## config.mk

```make
export PLATFORM = sky130hd
export DESIGN_NAME = key_uart_bridge
export DESIGN_NICKNAME = d
export VERILOG_FILES = /design/src/rtl/key_uart_bridge.sv
export SDC_FILE = /design/constraint.sdc
export NUM_CORES = 1
export LEC_CHECK = 0
export CORE_MARGIN = 1
export CORE_UTILIZATION = 52
export DETAILED_ROUTE_END_ITERATION = 10
export PLACE_DENSITY_LB_ADDON = 0.12
export RECOVER_POWER = 25
export SLEW_MARGIN = 15
export SYNTH_ARGS = -nofsm -noshare
export SYNTH_HDL_FRONTEND = slang
export SYNTH_SLANG_ARGS = --single-unit
```

## constraint.sdc

```tcl
create_clock -name clk -period 2.8 [get_ports clk]
set_clock_uncertainty 0.05 [all_clocks]
set_input_delay 0.42 -clock clk [delete_from_list [all_inputs] [get_ports clk]]
set_output_delay 0.42 -clock clk [all_outputs]
set_load 0.05 [all_outputs]
```

## src/rtl/key_uart_bridge.sv

```systemverilog
// key_uart_bridge: queues keyboard bytes into uart_tx and keeps a history of received UART bytes.
// Optional feature KEY_UART_ECHO_EN also echoes each received byte back through the TX FIFO.
module key_uart_bridge #(
  parameter int DEPTH = 16,
  parameter int HIST = 2
) (
  input  logic                     clk,
  input  logic                     rst,
  input  logic                     key_valid,
  input  logic [7:0]               key_byte,
  input  logic                     rx_valid,
  input  logic [7:0]               rx_byte,
  input  logic                     tx_active,
  input  logic                     tx_done,
  output logic                     tx_wr,
  output logic [7:0]               tx_byte,
  output logic [$clog2(DEPTH):0]   fifo_count,
  output logic                     overflow,
  output logic [8*HIST-1:0]        disp_value,
  output logic [7:0]               rx_count
);
  localparam int AW = $clog2(DEPTH);
  typedef enum logic [1:0] {IDLE, SEND, BUSY} state_t;
  state_t state, state_n;
  logic key_q, rx_q, key_ev, rx_ev;
  logic [7:0] mem [DEPTH];
  logic [AW-1:0] wp, rp;
  logic full, pop, push, wr, lost;
  logic [7:0] push_byte;
  assign key_ev = key_valid & ~key_q;
  assign rx_ev = rx_valid & ~rx_q;
  assign full = fifo_count == (AW+1)'(DEPTH);
  assign pop = state == IDLE && fifo_count != '0 && !tx_active;
  assign wr = push & (~full | pop);
`ifdef KEY_UART_ECHO_EN
  logic pend_v;
  logic [7:0] pend_b;
  // the pending rx byte only reaches the FIFO in a cycle without a key event
  assign push = key_ev | pend_v;
  assign push_byte = key_ev ? key_byte : pend_b;
  assign lost = (push & full & ~pop) | (rx_ev & pend_v);
  always_ff @(posedge clk or posedge rst)
    if (rst) begin
      pend_v <= 1'b0;
      pend_b <= '0;
    end else if (rx_ev) begin
      pend_v <= 1'b1;
      pend_b <= rx_byte;
    end else if (!key_ev) begin
      pend_v <= 1'b0;
    end
`else
  assign push = key_ev;
  assign push_byte = key_byte;
  assign lost = push & full & ~pop;
`endif
  always_ff @(posedge clk or posedge rst)
    if (rst) state <= IDLE;
    else state <= state_n;
  always_comb
    state_n = state == IDLE ? (pop ? SEND : IDLE) :
              state == SEND ? BUSY :
              (tx_done ? IDLE : BUSY);
  always_comb tx_wr = state == SEND;
  always_ff @(posedge clk)
    if (wr) mem[wp] <= push_byte;
  always_ff @(posedge clk or posedge rst)
    if (rst) begin
      key_q <= 1'b0;
      rx_q <= 1'b0;
      wp <= '0;
      rp <= '0;
      fifo_count <= '0;
      overflow <= 1'b0;
      tx_byte <= '0;
      disp_value <= '0;
      rx_count <= '0;
    end else begin
      key_q <= key_valid;
      rx_q <= rx_valid;
      if (wr) wp <= wp + 1'b1;
      if (pop) begin
        rp <= rp + 1'b1;
        tx_byte <= mem[rp];
      end
      fifo_count <= fifo_count + (AW+1)'(wr) - (AW+1)'(pop);
      if (lost) overflow <= 1'b1;
      if (rx_ev) begin
        disp_value <= (disp_value << 8) | (8*HIST)'(rx_byte);
        rx_count <= rx_count + 8'd1;
      end
    end
endmodule

```

# ---- Yosys cells after proc, flatten, opt, wreduce, memory -nomap -nowiden
# Memory sizes are Yosys's and may differ from the RTL's. A register that Yosys moved wholly into a read port is not among the register bits.
# Cells that the tools add are included.
dict set report classes {
  addsub 5
  eq_ne 2
  mux 6
  bitwise 11
  reduce_logical 5
}
# cell n
set ops {}
lappend ops {{16-bit by 8-bit OR with 16-bit output} 1}
lappend ops {{4-bit by 1-bit adder with 4-bit output, second input constant} 2}
lappend ops {{8-bit by 1-bit adder with 8-bit output, second input constant} 1}
lappend ops {{2-bit two-way mux} 3}
lappend ops {{5-bit by 1-bit adder with 5-bit output} 1}
lappend ops {{1-bit bitwise AND} 5}
lappend ops {{5-bit == test, second input constant} 1}
lappend ops {{5-bit nonzero test} 1}
lappend ops {{5-bit by 1-bit subtractor with 5-bit output} 1}
lappend ops {{1-bit inverter} 4}
lappend ops {{1-bit two-way mux} 3}
lappend ops {{2-bit by 1-bit == test with 1-bit output, second input constant} 1}
lappend ops {{1-bit logical AND} 2}
lappend ops {{2-bit logical NOT} 1}
lappend ops {{1-bit logical NOT} 1}
lappend ops {{1-bit OR} 1}
dict set report word_totals {
  regBits 42
  mem_bits_rw 128
  input_bits 22
  out_inout_bits 39
  elab_cells 39
  mem_count 1
}
# memory depth width rd rd_clocked_by_memory_dff wr line_no
set mem_list {}
lappend mem_list {mem 16 8 1 1 1 26} ;# logic [7:0] mem [DEPTH];

# ---- Depth between registers and ports, before layout
# Gate-level depths: netlist (run 1).
dict set report logic_depth {
  depth_word 7
  mapped_depth 15
  depth_no_buf 14
}

# ---- Least setup slack after synthesis (run 1)
# No wires, ideal clock.
dict set report synth_path {
  path_type {reg-to-reg}
  start {reg fifo_count[2]}
  end {reg fifo_count[4]}
  setup_ns 0.080
  arrival_time_ns 2.880
  slack_ns -0.210
  path_stages_with_launch 15
  cell_sequence {dfrtp_1 -> inv_1 -> ha_1 -> nor3b_1 -> a31oi_2 -> inv_2 -> ha_1 -> inv_1 -> ha_1 -> inv_1 -> fa_1 -> inv_1 -> a21oi_1 -> o21bai_1 -> xnor2_1}
}
dict set report synth_between {
  elab_chain_len 7
}
# item line_no
set synth_rtl {}
lappend synth_rtl {{start: declaration} 17} ;# output logic [$clog2(DEPTH):0] fifo_count,
lappend synth_rtl {{start signal: assignment} 86} ;# fifo_count <= fifo_count + (AW+1)'(wr) - (AW+1)'(pop);
lappend synth_rtl {{5-bit nonzero test} 33} ;# assign pop = state == IDLE && fifo_count != '0 && !tx_active;
lappend synth_rtl {{1-bit logical AND (2 in series)} 33}
lappend synth_rtl {{1-bit OR} 34} ;# assign wr = push & (~full | pop);
lappend synth_rtl {{1-bit bitwise AND} 34}
lappend synth_rtl {{5-bit by 1-bit adder with 5-bit output} 86}
lappend synth_rtl {{5-bit by 1-bit subtractor with 5-bit output *} 86}
# Every way passes the cells marked *; elsewhere a longest branch is shown, timed or not.
# A chain may end at the register's enable or synchronous reset.

# ---- Worst setup path in the final report (run 1)
# Ends and elaborated chain as after synthesis.

==> impl_metrics.tcl, run 1 <==
set metrics [dict create \
    via_per_inst 5.488 \
    nFillCells 920 \
    final-seq-area_um2 5099 \
    worst_pin_slew_ps 1072 \
    power.total_mw 8.879 \
    antenna_found_initial 0 \
    floorplan.rows 42 \
    post-route-period-util_pct 92.85 \
    antenna_cells 0 \
    slew_headroom_pct 28.47 \
    start_kind "flop" \
    cts_buffers 17 \
    routedWlPerCell_um 19.63 \
    post-route-drc-count 0 \
    firstDrtPassIters 4 \
    setup_violations 0 \
    status "completed" \
    die_area_um2 14230 \
    critical_path_class "reg2reg" \
    setup.worst_path.end_class "flop" \
    die_w_um 119.3 \
    synth_cells 382 \
    required_ps 3100 \
    hp-class "reg2reg" \
    critPathMaxFanout 3 \
    area_growth_pct 23.00 \
    irDropWorstVdd_v 0.0004981 \
    clkPwrFrac_pct 25.0 \
    synth_flop_cell "edfxtp_1" \
    cts-root-buf "clkbuf_16" \
    tns_ps 0 \
    gr-usage-all-layers_pct 20.49 \
    power_frac_seq_pct 40.8 \
    slew_viol_final 0 \
    cts.clk_slew.worst_paths_ps 60 \
    place.gp.congestion 0.7726 \
    ioPinCount 61 \
    p_per_area_nw_per_um2 1009 \
    hold_viol 0 \
    switching_share_pct 33.59 \
    postCtsHoldBufs 0 \
    ant_nets 0 \
    clock.fmax_mhz 384.7 \
    hold_depth 1 \
    final_cell_mix "128 x edfxtp_1, 54 x clkdlybuf4s50_1, 47 x dfrtp_1, 24 x mux4_2, 20 x buf_4" \
    synth_edf_count 128 \
    syn_area_um2 7153 \
    wl_mm 12.99 \
    yosys_warnings 0 \
    synthArstFlopShare_pct 28.09 \
    cts_buffer_depth 2 \
    grt_pass1_wl_mm 20.99 \
    htreeDepth 4 \
    drv_cap 0 \
    dp_cells 629 \
    post-route-min-period_ps 2600 \
    p_int_mw 5.896 \
    synth_cell_type_count 39 \
    portBuffers 60 \
    clock-sinks 178 \
    multi_input_area_um2 1933 \
    final_core_util_pct 65.92 \
    layout_commonest_cell "edfxtp_1" \
    num_vias 3633 \
    start_util_pct 53.59 \
    p_sw_mw 2.983 \
    worstSkewPairLatency_ps 430 \
    yosysSeqAreaShare_pct 71.23 \
    grt_pass1_vias 3789 \
    drt_iter0_markers 147 \
    leakagePower_nw 3.215 \
    ys_ff_latch 178 \
    syn_nets 417 \
    dieHeight_um 119.3 \
    r2r_cells 14 \
    cts_tree "yes" \
    overflow 0 \
    avgSynthCellArea_um2 18.73 \
    power_frac_comb_pct 34.2 \
    nets 508 \
    grt_max_degree 36 \
    final_layout_size_suffix_gt1_share_pct 22.22 \
    arrival_ps 2900 \
    final_cells 662 \
    coreArea_um2 13350 \
    place.detailed.hpwl_mm 8.640 \
]
## repair_timing
item                                   in CTS  in global routing
setup buffers                               0                  1
endpoints found under the hold margin       0                  0
setup endpoints to repair                   0                  1
resized for setup                           0                  1
## cells in the mapped netlist (2+ instances only)
library cell / instances / share of area (%)
edfxtp_1: 128 / 54
dfrtp_1: 50 / 17
mux4_2: 24 / 7.6
mux2_2: 17 / 2.7
inv_1: 13 / 0.68
ha_1: 12 / 2.1
xnor2_1: 12 / 1.5
a21oi_1: 11 / 0.77
nand2_1: 10 / 0.52
nor2b_1: 10 / 0.87
a211o_1: 8 / 0.98
a22o_1: 8 / 0.98
and2_1: 8 / 0.70
mux2i_1: 8 / 1.1
mux4_1: 8 / 2.9
clkbuf_1: 7 / 0.37
buf_2: 5 / 0.35
nor3b_1: 5 / 0.52
xor2_1: 5 / 0.61
nor4b_1: 4 / 0.49
nand4_1: 3 / 0.26
a21o_1: 2 / 0.21
and3_1: 2 / 0.17
buf_1: 2 / 0.10
buf_6: 2 / 0.31
inv_2: 2 / 0.10
nand3_1: 2 / 0.14
nor2_1: 2 / 0.10
o21bai_1: 2 / 0.21
## final timing paths
check	slack [ps]	start	endpoint
setup / recovery	200	fifo_count[2]	fifo_count[4]
hold / removal	420	rx_count[7]	rx_count[7]
setup reg to reg	200	fifo_count[2]	fifo_count[4]
hold reg to reg	420	rx_count[7]	rx_count[7]
max in group asynchronous	900	rst	rp[0]
min in group asynchronous	650	rst	tx_byte[2]
## stage by stage
step,hold slack [ps],instance area [um2],setup slack (ps)
6_report,418.8,8798,200.3
5_1_grt,454.7,8798,-6.597
4_1_cts,338.3,8792,138.4
3_5_place_dp,415.5,8240,-233.6
3_3_place_gp,409.7,8240,-182.2
2_1_floorplan,401.4,7169,4.982
## power by group through the flow
stage	clock [mW]	combinational, mW	sequential [mW]
floorplan	0	1.68	4.08
global placement	0	3.01	3.65
detailed placement	0	3.07	3.67
CTS	2.26	3.08	3.62
global route	2.37	3.26	3.68
finish	2.22	3.04	3.62
## flip-flops by register name (all words and copies together) (netlist names)
| signal | cells |
|---|---|
| mem | 128 |
| fifo_count | 5 |
| rx_count | 8 |
| key_q | 1 |
| tx_byte | 8 |
| rx_q | 1 |
| disp_value | 16 |
| overflow | 1 |
| state | 2 |
| rp | 4 |
| wp | 4 |
## critical path, stage by stage (launching register included)
cell	delay (ps)
dfrtp_2	410
inv_1	80
ha_1	160
nor3b_4	260
a21o_1	190
inv_2	50
ha_1	270
inv_1	60
ha_1	150
inv_1	60
fa_1	380
inv_1	70
a21oi_1	60
o21bai_1	160
xnor2_1	130
## metal layers
metal  routed length, um  share of wire [%]  vias up  GRT usage, %
met4                 212                1.6        0         8.386
met1                5733                 44     1847         27.73
li1                    -                  -     1669             -
met5                   0                  0        -             0
met3                 592                4.6       19         4.789
met2                6455                 50       98         32.19
## kinds of logic (layout without fill, tap and decap cells)
| family | count (synthesis) | in the layout | synth area share [%] |
|---|---|---|---|
| compound gates | 33 | 33 | 3.393 |
| simple gates | 50 | 50 | 4.216 |
| xor+xnor | 17 | 17 | 2.081 |
| fa+ha+maj | 13 | 13 | 2.379 |
| mux | 57 | 57 | 14.29 |
| flops | 178 | 178 | 71.23 |
| buf+inv | 34 | 138 | 2.414 |
## layout make-up
cell class | count | area share (%)
clock buffer | 19 | 4.920
clock inverter | 13 | 1.351
inverter | 15 | 0.6399
multi-input combinational | 170 | 21.97
sequential | 178 | 57.95
tap | 176 | 2.503
timing repair buffer | 91 | 10.67
Note: power is estimated with default switching activity, not from simulation.
==> run 2, diff against run 1 <==
--- a/config.mk
+++ b/config.mk
@@ -6,7 +6,7 @@
 export NUM_CORES = 1
 export LEC_CHECK = 0
 export CORE_MARGIN = 1
-export CORE_UTILIZATION = 52
+export CORE_UTILIZATION = 53
 export DETAILED_ROUTE_END_ITERATION = 10
 export PLACE_DENSITY_LB_ADDON = 0.12
 export RECOVER_POWER = 25
==> constraint.sdc (replaced) <==
create_clock -name clk -period 2.9 [get_ports clk]
set_clock_uncertainty 0.05 [all_clocks]
set_input_delay 0.435 -clock clk [delete_from_list [all_inputs] [get_ports clk]]
set_output_delay 0.435 -clock clk [all_outputs]
set_load 0.05 [all_outputs]
==> run 2 against run 1 <==
Compared with the run above: combinational power decreased by 4%; critical path depth is 1 lower; worst hold slack better by 6.6 ps; critical path type is now in2reg; final area fell by 0.65%; flip-flop and latch count is the same; utilization rose by 0.35 points; cell count decreased by 0.45%; sequential power down 4%.
==> impl_metrics.tcl, run 2 (synthesis results as in run 1) <==
set metrics [dict create \
    status "completed" \
    place.detailed.hpwl_mm 8.738 \
    final_core_util_pct 66.27 \
    hold_viol 0 \
    firstDrtPassIters 4 \
    antenna_found_initial 0 \
    cts_tree "yes" \
    p_int_mw 5.827 \
    routedWlPerCell_um 20.13 \
    antenna_cells 0 \
    area_growth_pct 22.20 \
    post-route-drc-count 0 \
    cts.clk_slew.worst_paths_ps 60 \
    post_cts_buffers 0 \
    clock.fmax_mhz 379.0 \
    worstSetupStartpoint "tx_active" \
    place_area_um2 8149 \
    setup_ws_ps 261.4 \
    largestRegisters "mem x128, disp_value x16" \
    p_sw_mw 2.873 \
    place.gp.congestion 0.7162 \
    whs_ps 425.4 \
    largest_register_ffs 128 \
    setup.worst_path.end_class "flop" \
    slew_headroom_pct 42.61 \
    critical_path_class "in2reg" \
    final-seq-area_um2 5099 \
    gr-usage-all-layers_pct 20.90 \
    drt_iter0_markers 244 \
    dp_cells 627 \
    dp_slack_ps -147.5 \
    dieHeight_um 118.2 \
    r2r_start "state[0]" \
    cts_buffers 17 \
    cts-root-buf "clkbuf_16" \
    die_area_um2 13970 \
    power_frac_comb_pct 33.7 \
    coreArea_um2 13190 \
    worstSkewPairLatency_ps 420 \
    ioPinCount 61 \
    post-route-period-util_pct 90.99 \
    nFillCells 928 \
    wl_mm 13.27 \
    regMostFlops "mem" \
    power_frac_seq_pct 40.1 \
    start_kind "primary input" \
    start_util_pct 54.23 \
    required_ps 3190 \
    multi_input_area_um2 1891 \
    final_cell_mix "128 x edfxtp_1, 53 x clkdlybuf4s50_1, 47 x dfrtp_1, 24 x mux4_2, 22 x buf_4" \
    irDropWorstVdd_v 0.0004287 \
    slew_viol_final 0 \
    floorplan.rows 42 \
    worst_pin_slew_ps 860.8 \
    rsz0062_at_grt "false" \
    final_layout_size_suffix_gt1_share_pct 21.12 \
    clkPwrFrac_pct 26.2 \
    htreeDepth 4 \
    postCtsHoldBufs 0 \
    drv_cap 0 \
    post-route-min-period_ps 2639 \
    grt_pass1_vias 3601 \
    die_w_um 118.2 \
    arrival_ps 2930 \
    via_per_inst 5.426 \
    switching_share_pct 33.02 \
    critPathMaxFanout 3 \
    grt_max_degree 32 \
    overflow 0 \
    p_per_area_nw_per_um2 995.2 \
    setup_violations 0 \
    ant_nets 0 \
    leakagePower_nw 3.222 \
    portBuffers 60 \
    final_area_um2 8741 \
    min_from "rx_count[7]" \
    nets 505 \
    grt_pass1_wl_mm 21.12 \
    cts_buffer_depth 2 \
    num_vias 3576 \
    clock-sinks 178 \
    final_cells 659 \
    hp-class "reg2reg" \
    layout_commonest_cell "edfxtp_1" \
]
## run 2: cell count changes in the layout (fill, tap and decap cells not counted), moves of 3 or more
| cell | change |
|---|---|
| clkbuf_16 | +3 |
| nor4b_1 | +4 |
| clkbuf_8 | +3 |
| nor4b_2 | -4 |
| buf_12 | -4 |
| clkinv_1 | -4 |
## run 2: worst paths after layout
kind                            slack [ps]            end  cells after the start
worst max-delay path                   260  fifo_count[4]                     13
worst min-delay path                   430    rx_count[7]                      1
worst min register to register         430    rx_count[7]                      1
min in group asynchronous              550       state[1]                      2
worst max register to register         320  fifo_count[4]                     12
max in group asynchronous             1050  disp_value[1]                      3
## run 2: final cells by class
cell class / count / area share (%)
inverter: 15 / 0.6441
timing repair buffer: 88 / 9.963
multi-input combinational: 170 / 21.63
clock inverter: 3 / 0.4581
tap: 176 / 2.519
clock buffer: 29 / 6.456
sequential: 178 / 58.33
## run 2: metal layers
metal  global-route usage [%]  wire length (um)  vias up
li1                         -                 -     1660
met1                    30.64              6206     1821
met2                    31.36              6339       79
met3                    4.247               519       16
met4                    7.612               202        0
met5                        0                 0        -
## run 2: repair_timing
item | in CTS | in global routing
endpoints found under the setup margin | 0 | 1
endpoints found under the hold margin | 0 | 0
gates resized for setup | 0 | 1
## run 2: worst max-delay path: stages
cell and delay (ps):
clkdlybuf4s50_1 390, or3_1 420, a31oi_2 240, inv_2 60, ha_1 300, inv_1 60
ha_1 160, inv_1 60, fa_1 380, inv_1 70, a21oi_1 70, o21bai_1 150
xnor2_1 130
## run 2: stage by stage
stage          TNS (ps)  power, mW
2_1_floorplan         0      5.555
3_3_place_gp     -70.95      6.435
3_5_place_dp     -190.6      6.497
4_1_cts               0      8.784
5_1_grt               0      9.113
6_report              0      8.699
## run 2: power by group through the flow
stage               clock network [mW]  registers (mW)  logic, mW
finish                            2.28            3.49       2.93
global route                      2.42            3.56       3.13
CTS                               2.32            3.50       2.97
detailed placement                   0            3.55       2.95
global placement                     0            3.53       2.91
floorplan                            0            3.93       1.62
==> run 3, diff against run 2 <==
--- a/config.mk
+++ b/config.mk
@@ -6,7 +6,7 @@
 export NUM_CORES = 1
 export LEC_CHECK = 0
 export CORE_MARGIN = 1
-export CORE_UTILIZATION = 53
+export CORE_UTILIZATION = 52
 export DETAILED_ROUTE_END_ITERATION = 10
 export PLACE_DENSITY_LB_ADDON = 0.12
 export RECOVER_POWER = 25
==> constraint.sdc (replaced) <==
create_clock -name clk -period 2.4 [get_ports clk]
set_clock_uncertainty 0.05 [all_clocks]
set_input_delay 0.36 -clock clk [delete_from_list [all_inputs] [get_ports clk]]
set_output_delay 0.36 -clock clk [all_outputs]
set_load 0.05 [all_outputs]
==> run 3 against run 2 <==
Compared with the run above: critical path depth increased by 1; largest power group unchanged; non-clock buffer count grew 18; clock-buffer cell count decreased by 9; die area is 1.9% higher; critical path type is now reg2reg; first-iteration DRC count is 33% lower; total power up 23%.
==> impl_metrics.tcl, run 3 (synthesis results as in run 1) <==
set metrics [dict create \
    setup_violations 0 \
    required_ps 2690 \
    setup.worst_path.end_class "flop" \
    worst_pin_slew_ps 1011 \
    grt_max_degree 42 \
    dieHeight_um 119.3 \
    leakagePower_nw 3.297 \
    antenna_found_initial 0 \
    hp-class "in2async" \
    grt_pass1_wl_mm 20.76 \
    die_w_um 119.3 \
    cts_buffer_depth 2 \
    area_growth_pct 25.45 \
    via_per_inst 5.434 \
    antenna_cells 0 \
    wl_mm 13.47 \
    wl_met1_mm 5.992 \
    crit_slowest_cell "dfrtp_2" \
    final_cell_mix "128 x edfxtp_1, 53 x clkdlybuf4s50_1, 47 x dfrtp_1, 34 x buf_4, 24 x mux4_2" \
    floorplan.rows 42 \
    cts-root-buf "clkbuf_16" \
    start_util_pct 53.59 \
    irDropWorstVdd_v 0.0007054 \
    r2r_cells 14 \
    largestRegisters "mem x128, disp_value x16" \
    r2r_start "fifo_count[3]" \
    gr-usage-all-layers_pct 20.69 \
    post-route-min-period_ps 2389 \
    ant_nets 0 \
    post-route-period-util_pct 99.52 \
    place_area_um2 8332 \
    num_vias 3679 \
    final_core_util_pct 67.23 \
    drt_iter0_markers 164 \
    portBuffers 60 \
    clock-sinks 178 \
    cts.clk_slew.worst_paths_ps 60 \
    slew_viol_final 0 \
    setup_ws_ps 11.46 \
    rsz0062_at_grt "true" \
    status "completed" \
    place.gp.congestion 0.7360 \
    final_layout_size_suffix_gt1_share_pct 27.35 \
    power.total_mw 10.66 \
    wl_met3_um 765 \
    worstSkewPairLatency_ps 420 \
    largest_register_ffs 128 \
    die_area_um2 14230 \
    ioPinCount 61 \
    postCtsHoldBufs 0 \
    critPathMaxFanout 3 \
    place.detailed.hpwl_mm 8.778 \
    worstSetupStartpoint "fifo_count[3]" \
    clock.fmax_mhz 418.7 \
    post-route-drc-count 0 \
    met2_length_mm 6.525 \
    reg2reg_to "fifo_count[4]" \
    overflow 0 \
    cts_buffers 17 \
    htreeDepth 4 \
    rrSetupSlack_ps 10 \
    cts_tree "yes" \
    hold_viol 0 \
    start_kind "flop" \
    layout_commonest_cell "edfxtp_1" \
    drv_cap 0 \
    regMostFlops "mem" \
    cpMostUsedCell "inv_2" \
    crit_chain "inv_2 -> ha_4 -> nor3b_4 -> a21o_1 -> inv_2 -> ha_4 -> inv_2 -> ha_4 -> inv_2 -> fa_2 -> inv_2 -> a21oi_2 -> o21bai_1 -> xnor2_1" \
    routedWlPerCell_um 19.90 \
    arrival_ps 2670 \
    dp_slack_ps -529.2 \
    firstDrtPassIters 4 \
    critical_path_class "reg2reg" \
    max_stage_delay_ps 410 \
    p_per_area_nw_per_um2 1188 \
    endpoint "fifo_count[4]" \
    slew_headroom_pct 32.58 \
    top_layer_used "met4" \
    grt_pass1_vias 3673 \
    coreArea_um2 13350 \
    nets 523 \
    final_area_um2 8974 \
]
## run 3: cell count changes in the layout (fill, tap and decap cells not counted), moves of 3 or more
cell and delta:
inv_2 +5, clkbuf_16 -3, nor3b_2 +3, clkbuf_1 -3, nor3b_1 -4, ha_1 -3
buf_12 +5, clkbuf_8 -3, ha_4 +3, buf_4 +12, inv_1 -5
## run 3: repair_timing
item,4_1_cts,5_1_grt
gates cloned,0,0
resized for setup,8,0
setup buffers,5,3
pin swaps,8,4
endpoints found under the setup margin,2,2
endpoints found under the hold margin,0,0
## run 3: worst min path at each step
| stage | depth (start not counted) | endpoint | from | slack (ps) |
|---|---|---|---|---|
| 2_1_floorplan | 0 | key_q | key_valid | 340 |
| 3_3_place_gp | 1 | overflow | overflow | 410 |
| 3_5_place_dp | 1 | overflow | overflow | 410 |
| 4_1_cts | 2 | disp_value[2] | rst | 130 |
| 5_1_grt | 2 | disp_value[2] | rst | 350 |
| 6_report | 2 | tx_byte[7] | rst | 310 |
## run 3: metrics by stage
stage,TNS (ps),instances,hold slack (ps)
after global placement,-16700,637,410.1
after CTS,-34.75,674,134.1
after floorplan,-10010,382,341.4
after global routing,-116.6,677,347.5
after detailed placement,-20150,637,411.8
final,0,677,314.1
## run 3: layer usage
metal / track usage (%) / vias to the layer above
met1: 28.31 / 1868
li1: - / 1695
met5: 0 / -
met4: 7.199 / 0
met2: 32.23 / 105
met3: 5.556 / 11
## run 3: cell type report
cell class,count,area [um2]
clock buffers,20,436.7
clock inverters,12,116.4
fillers,918,4374
inverters,15,56.30
multi-input cells,170,1977
flip-flops and latches,178,5099
well taps,176,220.2
repair buffers,106,1069
## run 3: power by group
part | total [mW] | internal, mW | switching, mW
sequential | 4.17 | 3.73 | 0.436
combinational | 3.92 | 1.84 | 2.08
clock | 2.58 | 1.51 | 1.06
total | 10.7 | 7.08 | 3.58
## run 3: worst max-delay path, delay by kind of cell, from the launching register on
| family | cells | cell delay (ps) |
|---|---|---|
| xor gates and xnor gates | 1 | 140 |
| and+or+nand+nor | 1 | 240 |
| adders and majority gates | 4 | 800 |
| buffers and inverters | 5 | 310 |
| AOI/OAI and AO/OA | 3 | 370 |
| DFF | 1 | 410 |
